<file path="src/rtl/cache_controller.sv">
// -----------------------------------------------------------------------------
// cache_controller
//   Direct-mapped, write-through, no-write-allocate cache front-end.
//   The cache has 8 lines of 4 bytes. Each line has a 3-bit tag and a valid bit.
//   A read miss fills the line from a main memory with a registered read port.
//
// Ports
//   clk, rst_n            clock and asynchronous active-low reset
//   cpu_req/cpu_we        CPU request strobe and write select
//   cpu_addr/cpu_wdata    CPU byte address (tag[7:5] idx[4:2] off[1:0]), write byte
//   inv                   invalidate-all request, honoured only in IDLE
//   cpu_ready             request may be accepted this cycle
//   cpu_done/cpu_hit      one-cycle completion pulse and its hit flag
//   cpu_rdata             read result, valid with cpu_done on reads
//   mem_we/mem_addr/mem_wdata/mem_rdata   main-memory port
//   hit_count/miss_count  saturating access statistics
// -----------------------------------------------------------------------------
module cache_controller #(
  parameter int STAT_W = 16
) (
  input  logic              clk,
  input  logic              rst_n,
  input  logic              cpu_req,
  input  logic              cpu_we,
  input  logic [7:0]        cpu_addr,
  input  logic [7:0]        cpu_wdata,
  input  logic              inv,
  output logic              cpu_ready,
  output logic              cpu_done,
  output logic [7:0]        cpu_rdata,
  output logic              cpu_hit,
  output logic              mem_we,
  output logic [7:0]        mem_addr,
  output logic [7:0]        mem_wdata,
  input  logic [7:0]        mem_rdata,
  output logic [STAT_W-1:0] hit_count,
  output logic [STAT_W-1:0] miss_count
);

  typedef enum logic [2:0] {
    IDLE    = 3'd0,
    COMPARE = 3'd1,
    FILL    = 3'd2,
    WRITE   = 3'd3,
    RESP    = 3'd4
  } state_t;

  localparam logic [STAT_W-1:0] STAT_ONE = {{(STAT_W-1){1'b0}}, 1'b1};
  localparam logic [STAT_W-1:0] STAT_MAX = {STAT_W{1'b1}};

  state_t      state_r;
  state_t      state_s;

  logic        we_r;
  logic [7:0]  addr_r;
  logic [7:0]  wdata_r;
  logic        hit_r;
  logic [2:0]  c_r;

  logic [7:0]  valid_r;
  logic [2:0]  tag_r  [0:7];
  logic [7:0]  data_r [0:31];

  logic [2:0]  idx_s;
  logic        hit_s;
  logic        accept_s;
  logic [1:0]  fill_off_s;

  assign idx_s      = addr_r[4:2];
  assign hit_s      = valid_r[idx_s] && (tag_r[idx_s] == addr_r[7:5]);
  assign cpu_ready  = (state_r == IDLE) && !inv;
  assign accept_s   = cpu_req && cpu_ready;
  // Byte captured at the end of fill cycle c is byte c-1. For c=4 this wraps to 3.
  assign fill_off_s = c_r[1:0] - 2'd1;

  // State register
  always_ff @(posedge clk or negedge rst_n) begin
    if (!rst_n) begin
      state_r <= IDLE;
    end else begin
      state_r <= state_s;
    end
  end

  // Next-state decode
  always_comb begin
    state_s = state_r;
    case (state_r)
      IDLE: begin
        if (accept_s) begin
          state_s = COMPARE;
        end else begin
          state_s = IDLE;
        end
      end
      COMPARE: begin
        if (we_r) begin
          state_s = WRITE;
        end else if (hit_s) begin
          state_s = RESP;
        end else begin
          state_s = FILL;
        end
      end
      FILL: begin
        if (c_r == 3'd4) begin
          state_s = RESP;
        end else begin
          state_s = FILL;
        end
      end
      WRITE:   state_s = RESP;
      RESP:    state_s = IDLE;
      default: state_s = IDLE;
    endcase
  end

  // Request latches, hit flag and fill counter
  always_ff @(posedge clk or negedge rst_n) begin
    if (!rst_n) begin
      we_r    <= 1'b0;
      addr_r  <= 8'h00;
      wdata_r <= 8'h00;
      hit_r   <= 1'b0;
      c_r     <= 3'd0;
    end else begin
      if (accept_s) begin
        we_r    <= cpu_we;
        addr_r  <= cpu_addr;
        wdata_r <= cpu_wdata;
      end
      if (state_r == COMPARE) begin
        hit_r <= hit_s;
      end
      if (state_r == FILL) begin
        c_r <= (c_r == 3'd4) ? 3'd0 : c_r + 3'd1;
      end
    end
  end

  // Valid bits. A line becomes valid only once the fill completes, so a
  // reset during a fill leaves the line invalid.
  always_ff @(posedge clk or negedge rst_n) begin
    if (!rst_n) begin
      valid_r <= 8'h00;
    end else if ((state_r == IDLE) && inv) begin
      valid_r <= 8'h00;
    end else if ((state_r == FILL) && (c_r == 3'd4)) begin
      valid_r[idx_s] <= 1'b1;
    end
  end

  // Hit/miss statistics, updated once per access in COMPARE and saturating
  always_ff @(posedge clk or negedge rst_n) begin
    if (!rst_n) begin
      hit_count  <= {STAT_W{1'b0}};
      miss_count <= {STAT_W{1'b0}};
    end else if (state_r == COMPARE) begin
      if (hit_s) begin
        if (hit_count != STAT_MAX) begin
          hit_count <= hit_count + STAT_ONE;
        end
      end else begin
        if (miss_count != STAT_MAX) begin
          miss_count <= miss_count + STAT_ONE;
        end
      end
    end
  end

  // Line data and tags. These are not reset because validity gates their use.
  always_ff @(posedge clk) begin
    if ((state_r == FILL) && (c_r != 3'd0)) begin
      data_r[{idx_s, fill_off_s}] <= mem_rdata;
      if (c_r == 3'd4) begin
        tag_r[idx_s] <= addr_r[7:5];
      end
    end else if ((state_r == WRITE) && hit_r) begin
      data_r[addr_r[4:0]] <= wdata_r;
    end
  end

  // Moore output decode from state and latched request
  always_comb begin
    cpu_done  = 1'b0;
    cpu_hit   = 1'b0;
    cpu_rdata = 8'h00;
    mem_we    = 1'b0;
    mem_addr  = addr_r;
    mem_wdata = wdata_r;
    case (state_r)
      FILL: begin
        mem_addr = {addr_r[7:2], c_r[1:0]};
      end
      WRITE: begin
        mem_we = 1'b1;
      end
      RESP: begin
        cpu_done = 1'b1;
        cpu_hit  = hit_r;
        if (we_r) begin
          cpu_rdata = 8'h00;
        end else begin
          cpu_rdata = data_r[addr_r[4:0]];
        end
      end
      default: begin
        mem_we = 1'b0;
      end
    endcase
  end

endmodule

</file>
<file path="config.mk">
export PLATFORM = sky130hd
export DESIGN_NAME = cache_controller
export DESIGN_NICKNAME = d
export VERILOG_FILES = /design/src/rtl/cache_controller.sv
export SDC_FILE = /design/constraint.sdc
export NUM_CORES = 1
export LEC_CHECK = 0
export BUFFER_PORTS_ARGS = -buffer_cell sky130_fd_sc_hd__clkbuf_2
export CORE_MARGIN = 10
export CORE_UTILIZATION = 62
export CTS_CLUSTER_SIZE = 12
export DETAILED_ROUTE_END_ITERATION = 7
export GPL_TIMING_DRIVEN = 0
export PLACE_DENSITY = 0.91
export SYNTH_ARGS = -nofsm -noshare
export SYNTH_HDL_FRONTEND = slang
export SYNTH_SLANG_ARGS = --single-unit
</file>
<file path="constraint.sdc">
create_clock -name clk -period 6.21 [get_ports clk]
set_input_delay 0.621 -clock clk [delete_from_list [all_inputs] [get_ports clk]]
set_output_delay 0.621 -clock clk [all_outputs]
set_load 0.02 [all_outputs]
</file>
==> results of run 1 <==
[cells by family after synthesis]
logic type,share of synthesized area
muxes,0.174
buffers and inverters,0.0176
DFF,0.715
xor gates and xnor gates,0.0206
and+or+nand+nor,0.0572
AOI/OAI and AO/OA,0.0122
adders and majority gates,0.00357
[worst register-to-register path: stages, from the launching register on]
cell and delay [ns]:
dfrtp_1 0.39, buf_6 0.15, buf_6 0.15, buf_2 0.27
buf_2 0.33, a211oi_1 0.87, nand3_1 0.42, nor2_1 0.73
[per-stage QoR]
| step | utilization | power [mW] | hold WS (ns) | worst slack (ns) | area (um2) |
|---|---|---|---|---|---|
| CTS | 0.719 | 6.93 | 0.268 | 2.08 | 15800 |
| floorplan | - | 4.27 | 0.325 | 3.52 | 14000 |
| finish | 0.719 | 7.01 | 0.234 | 1.98 | 15800 |
| detailed placement | 0.672 | 4.92 | 0.476 | 2.84 | 14800 |
| global route | 0.719 | 7.22 | 0.302 | 1.90 | 15800 |
| global placement | 0.672 | 4.83 | 0.468 | 2.95 | 14800 |
[cells in the final DEF, fill, tap and decap left out, types with 11 or more instances in the layout]
| cell type | count |
|---|---|
| mux4_2 | 85 |
| xor2_1 | 18 |
| nand3_1 | 21 |
| clkbuf_1 | 26 |
| edfxtp_1 | 280 |
| clkbuf_16 | 36 |
| nand2_1 | 26 |
| clkbuf_2 | 87 |
| xnor2_1 | 15 |
| dfrtp_1 | 64 |
| mux2i_1 | 20 |
| nor2_1 | 56 |
| mux2_2 | 29 |
| buf_2 | 11 |
| nor3_1 | 12 |
[worst paths after layout]
kind | slack, ns | to | depth (start not counted) | from
min in group clk | 0.34 | mem_wdata[6] | 2 | cpu_wdata[6]
max in group asynchronous | 5.41 | valid_r[1] | 1 | rst_n
hold / removal | 0.23 | addr_r[3] | 1 | rst_n
hold reg to reg | 0.49 | valid_r[5] | 1 | valid_r[5]
setup reg to reg | 2.55 | data_r[24][4] | 7 | addr_r[2]
setup / recovery | 1.98 | cpu_rdata[4] | 7 | addr_r[0]
[area by class of cell]
type                            count  area (um2)
Buffer                             41         216
Clock buffer                       48         976
Clock inverter                      7        67.6
Fill cell                        1197        6180
Inverter                            8        30.0
Multi-Input combinational cell    357        3750
Sequential cell                   344       10000
Tap cell                          280         350
Timing Repair Buffer               88         443
[per-layer routing]
metal  up-vias  track usage  share of wire  wire length, um
met2       610        0.424           0.50            18400
met3       143       0.0720           0.10             3690
met1      4167        0.309           0.34            12700
met5         -            0        0.00035               13
li1       3222            -              -                -
met4         2        0.114          0.053             1960
[sequential cells by signal, indices dropped and copies added, names as in the netlist]
name,cells
valid_r,8
data_r,256
mem_wdata,8
miss_count,16
hit_r,1
addr_r,8
we_r,1
state_r,3
hit_count,16
tag_r,24
c_r,3
[power groups by stage]
stage	Sequential, mW	Combinational, mW	Clock (mW)
floorplan	2.86	1.41	0
CTS	2.81	2.15	1.98
detailed placement	2.85	2.07	0
global route	2.83	2.33	2.06
global placement	2.83	2.01	0
finish	2.81	2.22	1.98
==> summary.txt, run 1 <==
Run status
  – Status: complete, no violations

Finish
  – Non-filler cells, final: approximately 1200
  – Ant. Diodes: 0
  – Layout cell share with drive strength beyond 1: 0.307
  – Nets@finish: between 900 and 1000
  – Synth-to-Final Area Change: 13.1%

Global route
  – First-pass GRT wire length: 54.4 mm
  – GR Util All Layers: 0.256
  – Initial antenna violation count: 1
  – Largest net degree at the start of global routing: 65
  – Vias in the first global route: 8343
  – GR Overflow Total: 0

Drt
  – Avg WL per Cell: 31.3 um
  – 1st-iter DRT viols: 1203
  – Vias/cell: about 6.9
  – Post-DRT Antenna Nets: 0
  – Via count: about 8100
  – # DRC: 0
  – Final WL: 36.8 mm
  – TritonRoute pass-1 iters: 5

Worst setup path
  – CP max FO: 10
  – Crit path buf inv count: 3
  – Slowest cell on crit path: mux4_2
  – Critical path endpoint category: primary output
  – CP cell instances: clkbuf_1 > buf_1 > mux4_2 > mux4_2 > mux2i_1 > nor2_1 > clkbuf_2
  – Critical path class: reg2out
  – Crit path DAT: roughly 3.6 ns
  – Required time of the critical path: 5.59 ns
  – Setup crit start kind: flip-flop
  – Top cell by count, worst path: mux4_2
  – CP peak stage delay: 0.68 ns
  – Top delay family on crit path: multiplexers

Clock network
  – Clock transition at the registers of the reported paths: 0.06 ns
  – Clock Latency Late Sink: 0.53 ns
  – CTS Sinks: 344
  – Post-CTS Setup Bufs: 0
  – H-tree levels: 2
  – CTS tree: built
  – Post-CTS Hold Fix Bufs: 0
  – CTS Root Cell: clkbuf_16
  – Buffer depth of the longest clock path: 3
  – # resized after CTS: 0
  – TritonCTS Buffers: 36

Run
  – Maxcap violations: 0

Pwr
  – Sw power: 2.32 mW
  – Pwr Density: 443 nW/um2
  – Lkg Pwr: 5.66 nW
  – Comb power frac: 0.317
  – Pint: approximately 4.7 mW
  – VDD IR max: 339 uV
  – Clk network pwr share: 0.282
  – Sequential share of power: 0.401
  – Switching Fraction: 0.330

Timing
  – RSZ-0062 raised after global routing: no
  – Clk_skew: 0.0142 ns
  – Final-report hold violation count: 0
  – Final Max Slew Viols: 0
  – Slew margin rel.: 0.0574
  – Final setup vio count: 0
  – Final Cycle Share: 0.681
  – Maximum clock frequency: 236 MHz
  – Setup TNS: 0 ns
  – Slew @ Worst Pin: 1.41 ns
  – Min Tclk post-route: 4.23 ns

Floorplanning
  – Placement Rows: between 50 and 60
  – Die Height: 170 um
  – Core Area: 22000 um2
  – Chip width: roughly 170 um
  – Starting Density: 0.636
  – Num ports: a little under 90
  – Die area: around 29000 um2

Synth
  – Ys flop type: edfxtp_1
  – Count leader, synth: edfxtp_1
  – Seq cells post-synth: between 300 and 400
  – EDFF count, synth: 280
  – Distinct cells, synth: 37
  – Mapped Area: 14000 um2
  – Cell taking the most area after synthesis: edfxtp_1
  – Synthesis Warnings: 0
  – Synth top area cells: edfxtp_1 (60%), mux4_2 (14%), dfrtp_1 (11%), mux2_2 (2.3%), nor2_1 (1.5%)
  – Register area share after synthesis: 0.715
  – Synth cell count leaders: edfxtp_1 (280), mux4_2 (85), dfrtp_1 (64)
  – Post-Syn Instances: 750
  – Asr flop ratio synth: 0.186
  – Mean Syn Cell Area: approximately 19 um2
  – Syn Nets: 783
  – Top cell type's share of synthesized area: 0.600

Placed design
  – Hpwl dp: between 20 and 25 mm
  – Port Buf Inserts: 88
  – DP Cell Count: ~1100
  – Routability-driven placement congestion ratio: 0.883

Worst hold path
  – HP Class: in2async
Power figures use the tool's default switching activity.
==> inputs of run 2 (changes only) <==
--- a/config.mk
+++ b/config.mk
@@ -7,11 +7,11 @@
 export LEC_CHECK = 0
 export BUFFER_PORTS_ARGS = -buffer_cell sky130_fd_sc_hd__clkbuf_2
 export CORE_MARGIN = 10
-export CORE_UTILIZATION = 62
+export CORE_UTILIZATION = 54
 export CTS_CLUSTER_SIZE = 12
 export DETAILED_ROUTE_END_ITERATION = 7
 export GPL_TIMING_DRIVEN = 0
-export PLACE_DENSITY = 0.91
+export PLACE_DENSITY = 0.85
 export SYNTH_ARGS = -nofsm -noshare
 export SYNTH_HDL_FRONTEND = slang
 export SYNTH_SLANG_ARGS = --single-unit
==> constraint.sdc (replaced) <==
create_clock -name clk -period 3.4 [get_ports clk]
set_input_delay 0.34 -clock clk [delete_from_list [all_inputs] [get_ports clk]]
set_output_delay 0.34 -clock clk [all_outputs]
set_load 0.02 [all_outputs]
==> run 2 against run 1 <==
  * The flow now finishes with violations (hold timing)
  * Clock-buffer cell count down 4
  * First-iteration DRC count decreased by 38%
  * Global-route usage fell by 6.5 points
  * Wire length decreased by 13%
  * Critical path depth is the same
  * Worst hold slack worse by 0.26 ns
  * Setup slack got worse by 1.9 ns
  * Clock power is 83% higher
  * Critical path type unchanged
  * Critical endpoint is now cpu_rdata[3]
  * Largest power group unchanged
==> summary.txt, run 2 (synthesized netlist as in run 1, its figures left out) <==
Run status
  – Status: finished with violations (was complete, no violations)
  – Failing checks: hold timing

Drt
  – 1st-iter DRT viols: 742 (was 1203)
  – Avg WL per Cell: 26.1 um (was 31.3 um)
  – Final WL: 31.8 mm (was 36.8 mm)
  – TritonRoute pass-1 iters: 5 (unchanged)
  – Via count: 7699 (was 8144)
  – # DRC: 0 (unchanged)
  – Post-DRT Antenna Nets: 0 (unchanged)
  – Vias/cell: 6.31 (was 6.94)

Global route
  – Met1 usage: 0.256 (was 0.309)
  – GR Overflow Total: 0 (unchanged)
  – Vias in the first global route: 7888 (was 8343)
  – Met2 usage: 0.312 (was 0.424)
  – Largest net degree at the start of global routing: 65 (unchanged)
  – First-pass GRT wire length: 48.6 mm (was 54.4 mm)
  – Global route hottest layer: met2 (unchanged)
  – Met3 GRT Util: 0.0358 (was 0.0720)
  – GR Util All Layers: 0.191 (was 0.256)
  – Initial antenna violation count: 0 (was 1)

Finish
  – Synth-to-Final Area Change: 13.9% (was 13.1%)
  – Max FFs per register: 256 (unchanged)
  – Nets@finish: 907 (was 909)
  – Layout cell share with drive strength beyond 1: 0.315 (was 0.307)
  – Top reg by flops: data_r (unchanged)
  – Most frequent cells in the layout: edfxtp_1 (280), clkbuf_2 (92), mux4_2 (85) (was edfxtp_1 (280), clkbuf_2 (87), mux4_2 (85))
  – Ant. Diodes: 0 (unchanged)
  – Final instance area: 16000 um2 (was 15800 um2)
  – Fill count: 1669 (was 1197)
  – Fin util: 0.630 (was 0.719)
  – Most common cell after layout, fill and taps aside: edfxtp_1 (unchanged)
  – Biggest regs: data_r: 256 flops, tag_r: 24 flops (unchanged)

Pwr
  – Pwr Density: 791 nW/um2 (was 443 nW/um2)
  – VDD IR max: 562 uV (was 339 uV)
  – Lkg Pwr: 5.69 nW (was 5.66 nW)

Worst setup path
  – Setup crit start kind: flip-flop (unchanged)
  – Top delay family on crit path: multiplexers (unchanged)
  – Crit path DAT: 3.03 ns (was 3.61 ns)
  – CP cell instances: buf_1 > buf_2 > mux4_2 > mux4_2 > mux2i_1 > nor2_1 > clkbuf_2 (was clkbuf_1 > buf_1 > mux4_2 > mux4_2 > mux2i_1 > nor2_1 > clkbuf_2)
  – Top cell by count, worst path: mux4_2 (unchanged)
  – Crit path buf inv count: 3 (unchanged)
  – Slowest cell on crit path: mux4_2 (unchanged)
  – FF-to-FF Start: c_r[0] (was addr_r[2])
  – Critical path class: reg2out (unchanged)
  – Path depth of the worst reg2reg path: 5 (was 7)
  – CP peak stage delay: 0.50 ns (was 0.68 ns)
  – Required time of the critical path: 3.06 ns (was 5.59 ns)
  – Worst R2R End: data_r[24][2] (was data_r[24][4])
  – R2R setup slack: 0.14 ns (was 2.55 ns)
  – Critical path endpoint category: primary output (unchanged)
  – CP max FO: 10 (unchanged)

Timing
  – Min Tclk post-route: 3.37 ns
  – Maximum clock frequency: ~300 MHz
  – Setup TNS: 0 ns (unchanged)
  – Slew @ Worst Pin: 1.26 ns (was 1.41 ns)
  – RSZ-0062 raised after global routing: yes (was no)
  – Final-report hold violation count: 14 (was 0)
  – Final Max Slew Viols: 0 (unchanged)
  – Final Cycle Share: 0.990
  – Final setup vio count: 0 (unchanged)
  – Slew margin rel.: 0.158 (was 0.0574)
  – Clk_skew: 0.0197 ns (was 0.0142 ns)
  – Fin Hold WS: -0.0253 ns (was 0.234 ns)

Floorplanning
  – Chip width: 181 um (was 170 um)
  – Num ports: 89 (unchanged)
  – Starting Density: 0.553 (was 0.636)
  – Die area: 32800 um2 (was 29000 um2)
  – Core Area: 25300 um2 (was 22000 um2)
  – Die Height: 181 um (was 170 um)
  – Placement Rows: 58 (was 54)

Clock network
  – Post-CTS Setup Bufs: 0 (unchanged)
  – CTS tree: built (unchanged)
  – Clock Latency Late Sink: 0.51 ns (was 0.53 ns)
  – Clock transition at the registers of the reported paths: 0.06 ns (about the same)
  – TritonCTS Buffers: 36 (unchanged)
  – CTS Sinks: 344 (unchanged)
  – H-tree levels: 2 (unchanged)
  – Buffer depth of the longest clock path: 3 (unchanged)
  – CTS Root Cell: clkbuf_16 (unchanged)

Placed design
  – Hpwl dp: 20.1 mm (was 21.2 mm)
  – Dpl cell area: 14900 um2 (was 14800 um2)
  – Routability-driven placement congestion ratio: 0.854 (was 0.883)
  – Port Buf Inserts: 88 (unchanged)

Worst hold path
  – HP Class: in2async (unchanged)

Run
  – Maxcap violations: 0 (unchanged)
## run 2: cell types whose count changed in the layout (fill, tap and decap cells not counted), moves of 4 or more
cell	change
buf_2	-4
buf_4	+7
clkbuf_1	-10
clkbuf_2	+5
clkinv_1	+6
## run 2: worst max path at each step
stage          cells past startpoint      start             to  slack [ns]
6_report                           7  addr_r[1]   cpu_rdata[3]        0.03
3_5_place_dp                       7  addr_r[2]  data_r[25][6]       -0.02
3_3_place_gp                       7  addr_r[2]  data_r[25][4]        0.05
5_1_grt                            6  addr_r[0]   cpu_rdata[4]       -0.03
4_1_cts                            7  addr_r[2]  data_r[25][5]        0.02
2_1_floorplan                      6  addr_r[0]   cpu_rdata[3]        0.99
## run 2: metrics by stage
stage / setup WS [ns] / cells / power [mW]
3_3_place_gp: 0.0535 / 1168 / 8.84
4_1_cts: 0.0235 / 1222 / 12.6
5_1_grt: -0.0270 / 1221 / 13.0
2_1_floorplan: 0.991 / 750 / 7.79
3_5_place_dp: -0.0164 / 1168 / 8.95
6_report: 0.0328 / 1221 / 12.6
## run 2: what timing repair did
action / 4_1_cts / 5_1_grt
hold buffers: 0 / 0
gates resized for setup: 15 / 7
setup endpoints to repair: 17 / 100
## run 2: where the power goes
part           switching, mW  internal (mW)  total, mW
Sequential             0.244           4.90       5.14
Clock                   1.52           2.10       3.62
Combinational           2.16           1.69       3.85
Total                   3.93           8.68       12.6
## run 2: layer usage
layer | routed length (um) | part of all wire | vias up
met5 | 0 | 0 | -
met4 | 925 | 0.029 | 0
met3 | 2750 | 0.086 | 95
met2 | 15700 | 0.49 | 434
met1 | 12500 | 0.39 | 3969
li1 | - | - | 3201
## run 2: layout make-up
type	instances	area, um2	share of cell area
tap	330	413	0.0259
inverter	8	30.0	0.00188
timing repair buffer	88	443	0.0278
clock buffer	44	941	0.0590
multi-input combinational	357	3770	0.236
buffer	39	236	0.0148
clock inverter	11	111	0.00698
sequential	344	10000	0.628
